===== src/rtl/tj4_pc_seq_if.sv =====
// Sequencer bus: program ROM port, 74HC161-style PC counter controls and ALU strobe.
// The sequencer uses the master modport; the counter/ROM/ALU side uses slave.
interface tj4_pc_seq_if #(
   parameter int unsigned OP_W  = 4,
   parameter int unsigned IMM_W = 4
);
   logic [IMM_W-1:0]      pc_q;
   logic [OP_W+IMM_W-1:0] rom_data;
   logic                  zf;
   logic                  cf;
   logic [IMM_W-1:0]      rom_addr;
   logic                  pc_pen;
   logic                  pc_cep;
   logic                  pc_cet;
   logic [IMM_W-1:0]      pc_di;
   logic                  alu_we;
   logic [OP_W-1:0]       alu_op;
   logic [IMM_W-1:0]      alu_imm;
   logic                  halted;

   modport master (
      input  pc_q, rom_data, zf, cf,
      output rom_addr, pc_pen, pc_cep, pc_cet, pc_di, alu_we, alu_op, alu_imm, halted
   );

   modport slave (
      output pc_q, rom_data, zf, cf,
      input  rom_addr, pc_pen, pc_cep, pc_cet, pc_di, alu_we, alu_op, alu_imm, halted
   );
endinterface


===== src/rtl/tj4_pc_seq.sv =====
// Fetch/execute sequencer driving a loadable 4-bit PC counter; two cycles per instruction.
// Optional single-step gating of FETCH->EXEC on a rising edge of 'step': define TJ_SEQ_STEP_EN.
module tj4_pc_seq #(
   parameter int unsigned OP_W  = 4,
   parameter int unsigned IMM_W = 4
) (
   input  logic CP,
   input  logic MRn,
`ifdef TJ_SEQ_STEP_EN
   input  logic step,
`endif
   tj4_pc_seq_if.master bus
);
   localparam int unsigned IR_W = OP_W + IMM_W;

   localparam logic [1:0] S_RST   = 2'b00;
   localparam logic [1:0] S_FETCH = 2'b01;
   localparam logic [1:0] S_EXEC  = 2'b10;
   localparam logic [1:0] S_HALT  = 2'b11;

   localparam logic [OP_W-1:0] OP_NOP = OP_W'(0);
   localparam logic [OP_W-1:0] OP_JMP = OP_W'(1);
   localparam logic [OP_W-1:0] OP_JZ  = OP_W'(2);
   localparam logic [OP_W-1:0] OP_JNZ = OP_W'(3);
   localparam logic [OP_W-1:0] OP_JC  = OP_W'(4);
   localparam logic [OP_W-1:0] OP_HLT = OP_W'(5);

   logic [1:0]       state;
   logic [1:0]       state_nx;
   logic [IR_W-1:0]  ir;
   logic             ir_ld;
   logic             go;
   logic [OP_W-1:0]  ir_op;
   logic [IMM_W-1:0] ir_imm;

   assign ir_op  = ir[IR_W-1:IMM_W];
   assign ir_imm = ir[IMM_W-1:0];

   assign bus.rom_addr = bus.pc_q;
   assign bus.pc_cet   = 1'b1;

`ifdef TJ_SEQ_STEP_EN
   logic step_q;

   // Previous step level for rising-edge detection
   always_ff @(posedge CP or negedge MRn) begin
      if (!MRn) step_q <= 1'b0;
      else      step_q <= step;
   end

   assign go = step & ~step_q;
`else
   assign go = 1'b1;
`endif

   always_ff @(posedge CP or negedge MRn) begin
      if (!MRn) begin
         state <= S_RST;
         ir    <= '0;
      end else begin
         state <= state_nx;
         if (ir_ld) ir <= bus.rom_data;
      end
   end

   // Next state and counter/ALU control decode
   always_comb begin
      state_nx    = state;
      ir_ld       = 1'b0;
      bus.pc_pen  = 1'b1;
      bus.pc_cep  = 1'b0;
      bus.pc_di   = '0;
      bus.alu_we  = 1'b0;
      bus.alu_op  = '0;
      bus.alu_imm = '0;
      bus.halted  = 1'b0;

      case (state)
         S_RST: state_nx = S_FETCH;
         S_FETCH: begin
            if (go) begin
               state_nx = S_EXEC;
               ir_ld    = 1'b1;
            end
         end
         S_EXEC: begin
            state_nx  = S_FETCH;
            bus.pc_di = ir_imm;
            case (ir_op)
               OP_NOP: bus.pc_cep = 1'b1;
               OP_JMP: bus.pc_pen = 1'b0;
               OP_JZ: begin
                  if (bus.zf) bus.pc_pen = 1'b0;
                  else        bus.pc_cep = 1'b1;
               end
               OP_JNZ: begin
                  if (!bus.zf) bus.pc_pen = 1'b0;
                  else         bus.pc_cep = 1'b1;
               end
               OP_JC: begin
                  if (bus.cf) bus.pc_pen = 1'b0;
                  else        bus.pc_cep = 1'b1;
               end
               OP_HLT: state_nx = S_HALT;
               default: begin
                  bus.alu_we  = 1'b1;
                  bus.alu_op  = ir_op;
                  bus.alu_imm = ir_imm;
                  bus.pc_cep  = 1'b1;
               end
            endcase
         end
         S_HALT: bus.halted = 1'b1;
         default: state_nx = S_RST;
      endcase
   end
endmodule


===== src/flat_wrapper.sv =====
// flat-port wrapper written by rule: the top's interface ports become plain ports
module tj4_pc_seq_flat 
#(
   parameter int unsigned OP_W  = 4,
   parameter int unsigned IMM_W = 4
)
  (CP, MRn, bus_pc_q, bus_rom_data, bus_zf, bus_cf, bus_rom_addr, bus_pc_pen, bus_pc_cep, bus_pc_cet, bus_pc_di, bus_alu_we, bus_alu_op, bus_alu_imm, bus_halted);
  tj4_pc_seq_if #(.OP_W(OP_W), .IMM_W(IMM_W)) bus_i ();
  input  logic CP;
  input  logic MRn;
  input wire logic [$bits(bus_i.pc_q)-1:0] bus_pc_q;
  input wire logic [$bits(bus_i.rom_data)-1:0] bus_rom_data;
  input wire logic [$bits(bus_i.zf)-1:0] bus_zf;
  input wire logic [$bits(bus_i.cf)-1:0] bus_cf;
  output wire logic [$bits(bus_i.rom_addr)-1:0] bus_rom_addr;
  output wire logic [$bits(bus_i.pc_pen)-1:0] bus_pc_pen;
  output wire logic [$bits(bus_i.pc_cep)-1:0] bus_pc_cep;
  output wire logic [$bits(bus_i.pc_cet)-1:0] bus_pc_cet;
  output wire logic [$bits(bus_i.pc_di)-1:0] bus_pc_di;
  output wire logic [$bits(bus_i.alu_we)-1:0] bus_alu_we;
  output wire logic [$bits(bus_i.alu_op)-1:0] bus_alu_op;
  output wire logic [$bits(bus_i.alu_imm)-1:0] bus_alu_imm;
  output wire logic [$bits(bus_i.halted)-1:0] bus_halted;
  assign bus_i.pc_q = bus_pc_q;
  assign bus_i.rom_data = bus_rom_data;
  assign bus_i.zf = bus_zf;
  assign bus_i.cf = bus_cf;
  assign bus_rom_addr = bus_i.rom_addr;
  assign bus_pc_pen = bus_i.pc_pen;
  assign bus_pc_cep = bus_i.pc_cep;
  assign bus_pc_cet = bus_i.pc_cet;
  assign bus_pc_di = bus_i.pc_di;
  assign bus_alu_we = bus_i.alu_we;
  assign bus_alu_op = bus_i.alu_op;
  assign bus_alu_imm = bus_i.alu_imm;
  assign bus_halted = bus_i.halted;
  tj4_pc_seq #(.OP_W(OP_W), .IMM_W(IMM_W)) u_core (.CP(CP), .MRn(MRn), .bus(bus_i));
endmodule

===== config.mk =====
export PLATFORM = sky130hd
export DESIGN_NAME = tj4_pc_seq_flat
export DESIGN_NICKNAME = d
export VERILOG_FILES = /design/src/rtl/tj4_pc_seq_if.sv /design/src/rtl/tj4_pc_seq.sv /design/src/flat_wrapper.sv
export SDC_FILE = /design/constraint.sdc
export NUM_CORES = 1
export LEC_CHECK = 0
export ABC_AREA = 1
export CAP_MARGIN = 20
export CORE_UTILIZATION = 35
export DETAILED_ROUTE_END_ITERATION = 12
export PLACE_DENSITY = 0.73
export SKIP_LAST_GASP = 1
export SLEW_MARGIN = 15
export SYNTH_ARGS = -nofsm -noshare
export SYNTH_HDL_FRONTEND = slang
export SYNTH_SLANG_ARGS = --single-unit

===== constraint.sdc =====
create_clock -name CP -period 2.49 [get_ports CP]
set_input_delay 0.498 -clock CP [delete_from_list [all_inputs] [get_ports CP]]
set_output_delay 0.498 -clock CP [all_outputs]
set_load 0.05 [all_outputs]

==> results.sh, run 1 <==
export IMPL_syn_avg_cell_area_um2=6.78
export IMPL_setup_violations=0
export IMPL_period_minus_slack_ps=2160
export IMPL_required_ps=1990
export IMPL_grt_total_usage_pct=15.9
export IMPL_dieHeight_um=46.0
export IMPL_peakVddDrop_mv=0.659
export IMPL_vias_per_cell=4.33
export IMPL_switchingPower_mw=0.513
export IMPL_core_area_um2=1760
export IMPL_drt_wl_total_um=1360
export IMPL_grt_max_degree=18
export IMPL_slowest_stage="clkdlybuf4s50_1"
export IMPL_seq_area_frac_synth_pct=36.9
export IMPL_seqCellArea_um2=250
export IMPL_crit_buf_inv=1
export IMPL_synth_distinct_cells=13
export IMPL_critPathMaxStageDelay_ps=790
export IMPL_relSlewSlack_pct=65.9
export IMPL_multi_input_area_um2=303
export IMPL_outcome="complete, no violations"
export IMPL_finalCritPeriodShare_pct=86.9
export IMPL_clkSlewWorstSetupHoldPaths_ps=60
export IMPL_cts_hold_buf=0
export IMPL_yosysTopAreaCell="dfrtp_1"
export IMPL_syn_cell_area_um2=678
export IMPL_combPwrFrac_pct=59.4
export IMPL_portBuffers=27
export IMPL_internal_power_mw=0.523
export IMPL_pre_cts_ws_ps=479
export IMPL_tightest_slew_ps=512
export IMPL_maxSlewViolCount=0
export IMPL_crit_family="buffers and inverters"
export IMPL_arrival_ps=1670
export IMPL_clock_latency_ps=250
export IMPL_dpl_hpwl_um=1100
export IMPL_drtPass1Iterations=4
export IMPL_grt_pass1_wl_um=2380
export IMPL_die_area_um2=2120
export IMPL_wl_per_cell_um=9.11
export IMPL_ys_seq_elements=10
export IMPL_p_clk_share_pct=10.4
export IMPL_cts_tree="built"
export IMPL_route_detailed_drc=0
export IMPL_yosysWarningCount=0
export IMPL_path_cells="ha_1 > clkdlybuf4s50_1"
export IMPL_rsz0062_at_grt="false"
export IMPL_drtIter0Drc=15
export IMPL_total_power_mw=1.04
export IMPL_cts_resized=0
export IMPL_initial_core_util_pct=38.4
export IMPL_p_leak_nw=0.545
export IMPL_pin_count=37
export IMPL_switching_share_pct=49.5
export IMPL_numCtsBuffers=3
export IMPL_hold_viol=0
export IMPL_grt_overflow_total=0
export IMPL_nNetsFinal=147
export IMPL_stdcell_area_um2=1020
export IMPL_hold_class="flip-flop to flip-flop"
export IMPL_cap_violations=0
export IMPL_die_w_um=46.0
export IMPL_routabilityCongestion=0.877
export IMPL_antenna_found_initial=0
export IMPL_cts_root_buf="clkbuf_4"
export IMPL_layout_drive_gt1_share_pct=18.5
export IMPL_seqPwrFrac_pct=30.3
export IMPL_clock_path_buffers=2
export IMPL_final_core_util_pct=57.9
export IMPL_h_tree_depth=1
export IMPL_clkSinkCount=10
export IMPL_first_global_vias=569
export IMPL_dpl_cell_area_um2=1000
export IMPL_n_antenna_cell=0
export IMPL_synth_top_cells_by_area="dfrtp_1, nand2_1, inv_1"
export IMPL_clock_skew_final_ps=1.56
export IMPL_area_growth_pct=50.7
export IMPL_crit_type="flip-flop to output port"
export IMPL_syn_nets=121
export IMPL_crit_path_start_kind="flip-flop"
export IMPL_worst_slack_ps=326
export IMPL_cp_max_fo=6
export IMPL_crit_path_end_kind="output port"
export IMPL_nFillCells=184
export IMPL_ant_nets=0
export IMPL_cellPowerDensity_nw_per_um2=1010
export IMPL_vias=645
export IMPL_max_freq_mhz=462
export IMPL_rows=15
export IMPL_netlist_instances=100
export IMPL_synth_top_area_share_pct=36.9
export IMPL_post_cts_setup_buffers=0
routing by layer:
metal	share of wire, %	vias up	track usage (%)	wire, um
met5	0	-	0	0
met4	0	0	4.71	0
met3	4.9	0	3.57	67
met2	50	17	25.6	674
met1	45	288	21.0	615
li1	-	340	-	-
synthesized netlist by cell type:
cell and number:
ha_1 5, a21oi_1 2, inv_1 17, conb_1 1
buf_2 1, o21ai_0 10, buf_4 6, nand3_1 4
nand2_1 27, nor2_1 13, nor2_2 1, dfrtp_1 10
inv_2 3
path summary, 6_finish.rpt:
check | from | endpoint | slack [ps] | cells after the start
setup / recovery | u_core.state[0]$_DFFE_PN0P_ | bus_halted | 330 | 2
hold / removal | u_core.ir[1]$_DFFE_PN0P_ | u_core.ir[1]$_DFFE_PN0P_ | 540 | 2
setup reg to reg | u_core.state[0]$_DFFE_PN0P_ | u_core.state[1]$_DFFE_PN0P_ | 1150 | 7
hold reg to reg | u_core.ir[1]$_DFFE_PN0P_ | u_core.ir[1]$_DFFE_PN0P_ | 540 | 2
max in group asynchronous | MRn | u_core.state[0]$_DFFE_PN0P_ | 1630 | 1
min in group asynchronous | MRn | u_core.ir[0]$_DFFE_PN0P_ | 550 | 1
per-stage QoR:
step / hold WS (ps) / std cells / setup TNS (ps)
after detailed placement: 535 / 146 / 0
after CTS: 547 / 149 / 0
final: 543 / 149 / 0
after floorplan: 202 / 100 / -381
after global routing: 582 / 149 / 0
after global placement: 533 / 146 / 0
worst register-to-register path: stages (launching register included):
cell,delay [ps]
dfrtp_1,440
inv_1,70
ha_1,220
buf_4,170
nand2_1,80
nor2_1,50
o21ai_0,140
nand2_1,60
registers in the layout (all words and copies together), names as in the netlist:
name / flops
u_core.ir: 8
u_core.state: 2
area by class of cell:
cell class / instances / share of cell area, %
Timing Repair Buffer: 28 / 33.3
Multi-Input combinational cell: 63 / 29.6
Sequential cell: 10 / 24.5
Inverter: 20 / 7.34
Tap cell: 25 / 3.06
Clock buffer: 3 / 2.20
power groups by stage:
stage / clock (mW) / combinational [mW] / sequential (mW)
after floorplan: 0 / 0.450 / 0.301
after global placement: 0 / 0.608 / 0.313
after detailed placement: 0 / 0.621 / 0.315
after CTS: 0.111 / 0.623 / 0.313
after global routing: 0.123 / 0.685 / 0.327
final: 0.108 / 0.615 / 0.314
logic make-up after synthesis:
| kind of cell | count (synthesis) | synth area share [%] |
|---|---|---|
| buffers and inverters | 27 | 18.4 |
| other | 1 | 0.553 |
| AOI/OAI and AO/OA | 12 | 8.86 |
| adders and majority gates | 5 | 9.23 |
| and+or+nand+nor | 45 | 26.0 |
| DFF | 10 | 36.9 |
cell usage in the layout (no fill, tap or decap):
cell / count
o21ai_0: 10
nand3_1: 4
a21oi_1: 2
inv_1: 17
clkbuf_4: 3
inv_2: 3
dfrtp_1: 10
ha_1: 5
nor2_1: 13
conb_1: 1
nor2_2: 1
buf_12: 8
nand2_1: 27
clkdlybuf4s50_1: 12
buf_4: 8
No activity file was read; power rests on OpenSTA's default activity.
==> run 2: changes to the inputs <==
- CAP_MARGIN: 20 -> default
- GPL_ROUTABILITY_DRIVEN: default -> 0
- MAX_ROUTING_LAYER: default -> met4
==> run 2 against run 1 <==
  * Largest cell class unchanged
  * Routed wire length rose by 0.74%
  * Fmax is essentially flat
  * Sequential share of layout area stayed put
  * Largest power group unchanged
==> results.sh, run 2 (synthesis gave the netlist of run 1 again) <==
export IMPL_n_antenna_cell=0
export IMPL_rows=15
export IMPL_die_area_um2=2120
export IMPL_portBuffers=27
export IMPL_nNetsFinal=147
export IMPL_reg_largest_list="u_core.ir: 8 flops, u_core.state: 2 flops"
export IMPL_numCtsBuffers=3
export IMPL_grt_pass1_wl_um=2380
export IMPL_vias=657
export IMPL_max_freq_mhz=462
export IMPL_p_clk_share_pct=10.4
export IMPL_outcome="complete, no violations"
export IMPL_cp_max_fo=6
export IMPL_whs_ps=543
export IMPL_crit_type="flip-flop to output port"
export IMPL_final_common_cell="nand2_1"
export IMPL_placedCellCount=146
export IMPL_clock_path_buffers=2
export IMPL_tightest_slew_ps=516
export IMPL_crit_path_start_kind="flip-flop"
export IMPL_route_detailed_drc=0
export IMPL_rsz0062_at_grt="false"
export IMPL_required_ps=1990
export IMPL_layout_drive_gt1_share_pct=18.5
export IMPL_final_instance_count_excl_fill=149
export IMPL_p_leak_nw=0.545
export IMPL_hold_viol=0
export IMPL_finalCritPeriodShare_pct=86.9
export IMPL_switching_share_pct=49.6
export IMPL_vias_per_cell=4.41
export IMPL_stdcell_area_um2=1020
export IMPL_dieHeight_um=46.0
export IMPL_grt_max_degree=18
export IMPL_ant_nets=0
export IMPL_top_layer_used="met4"
export IMPL_cts_resized=0
export IMPL_h_tree_depth=1
export IMPL_maxSlewViolCount=0
export IMPL_relSlewSlack_pct=65.6
export IMPL_wl_met3_um=70
export IMPL_combPwrFrac_pct=59.4
export IMPL_clkSinkCount=10
export IMPL_grt_overflow_total=0
export IMPL_arrival_ps=1670
export IMPL_setup_violations=0
export IMPL_die_w_um=46.0
export IMPL_switchingPower_mw=0.516
export IMPL_cts_hold_buf=0
export IMPL_cap_violations=0
export IMPL_nFillCells=184
export IMPL_cellPowerDensity_nw_per_um2=1020
export IMPL_first_global_vias=569
export IMPL_crit_path_end_kind="output port"
export IMPL_clock_skew_final_ps=1.40
export IMPL_peakVddDrop_mv=0.661
export IMPL_layout_common_cells="nand2_1, inv_1, nor2_1, clkdlybuf4s50_1"
export IMPL_dpl_hpwl_um=1100
export IMPL_core_area_um2=1760
export IMPL_wl_per_cell_um=9.17
export IMPL_area_growth_pct=50.7
export IMPL_wl_met1_um=610
export IMPL_period_minus_slack_ps=2160
export IMPL_grt_total_usage_pct=16.3
export IMPL_drt_wl_total_um=1370
export IMPL_drtPass1Iterations=4
export IMPL_seqPwrFrac_pct=30.2
export IMPL_internal_power_mw=0.523
export IMPL_initial_core_util_pct=38.4
export IMPL_drtIter0Drc=8
export IMPL_largest_register="u_core.ir"
export IMPL_post_cts_setup_buffers=0
export IMPL_largest_reg_flops=8
export IMPL_final_core_util_pct=57.9
export IMPL_hold_class="flip-flop to flip-flop"
export IMPL_clock_latency_ps=250
export IMPL_routed_wl_met2_um=678
export IMPL_clkSlewWorstSetupHoldPaths_ps=70
export IMPL_dpl_cell_area_um2=1000
export IMPL_cts_root_buf="clkbuf_4"
export IMPL_pin_count=37
export IMPL_antenna_found_initial=0
export IMPL_cts_tree="built"
==> run 2: cell counts in the layout (fill, tap and decap cells not counted) <==
Identical to the previous run, type by type.
==> run 2: metrics by stage <==
stage | setup TNS, ps | setup WS, ps | power (mW)
finish | 0 | 326 | 1.04
global route | 0 | 254 | 1.14
CTS | 0 | 318 | 1.05
detailed placement | 0 | 479 | 0.936
global placement | 0 | 505 | 0.920
floorplan | -381 | -63.5 | 0.752
==> run 2: area by class of cell <==
class | instances | area (um2) | share of cell area (%)
clock buffer | 3 | 22.5 | 2.20
inverter | 20 | 75.1 | 7.34
multi-input combinational | 63 | 303 | 29.6
sequential | 10 | 250 | 24.5
tap | 25 | 31.3 | 3.06
timing repair buffer | 28 | 340 | 33.3
==> run 2: critical path, cell delays in order, from the launching register on <==
cell and delay, ps:
dfrtp_1 440, ha_1 180, clkdlybuf4s50_1 790
==> run 2: worst paths after layout <==
kind | start | end | slack [ps] | cells past startpoint
setup / recovery | u_core.state[0]$_DFFE_PN0P_ | bus_halted | 330 | 2
hold / removal | u_core.ir[2]$_DFFE_PN0P_ | u_core.ir[2]$_DFFE_PN0P_ | 540 | 2
setup reg to reg | u_core.state[0]$_DFFE_PN0P_ | u_core.state[1]$_DFFE_PN0P_ | 1160 | 7
hold reg to reg | u_core.ir[2]$_DFFE_PN0P_ | u_core.ir[2]$_DFFE_PN0P_ | 540 | 2
max in group asynchronous | MRn | u_core.state[0]$_DFFE_PN0P_ | 1620 | 1
min in group asynchronous | MRn | u_core.ir[0]$_DFFE_PN0P_ | 560 | 1
==> run 2: power groups by stage <==
stage	Combinational, mW	Clock [mW]	Sequential [mW]
floorplan	0.450	0	0.301
global placement	0.608	0	0.313
detailed placement	0.621	0	0.315
CTS	0.623	0.111	0.313
global route	0.685	0.123	0.327
finish	0.617	0.108	0.314
==> run 2: routing by layer <==
| metal | global-route usage, % | vias up |
|---|---|---|
| li1 | - | 345 |
| met1 | 21.0 | 293 |
| met2 | 25.6 | 17 |
| met3 | 3.57 | 2 |
| met4 | 4.71 | 0 |
| met5 | - | - |
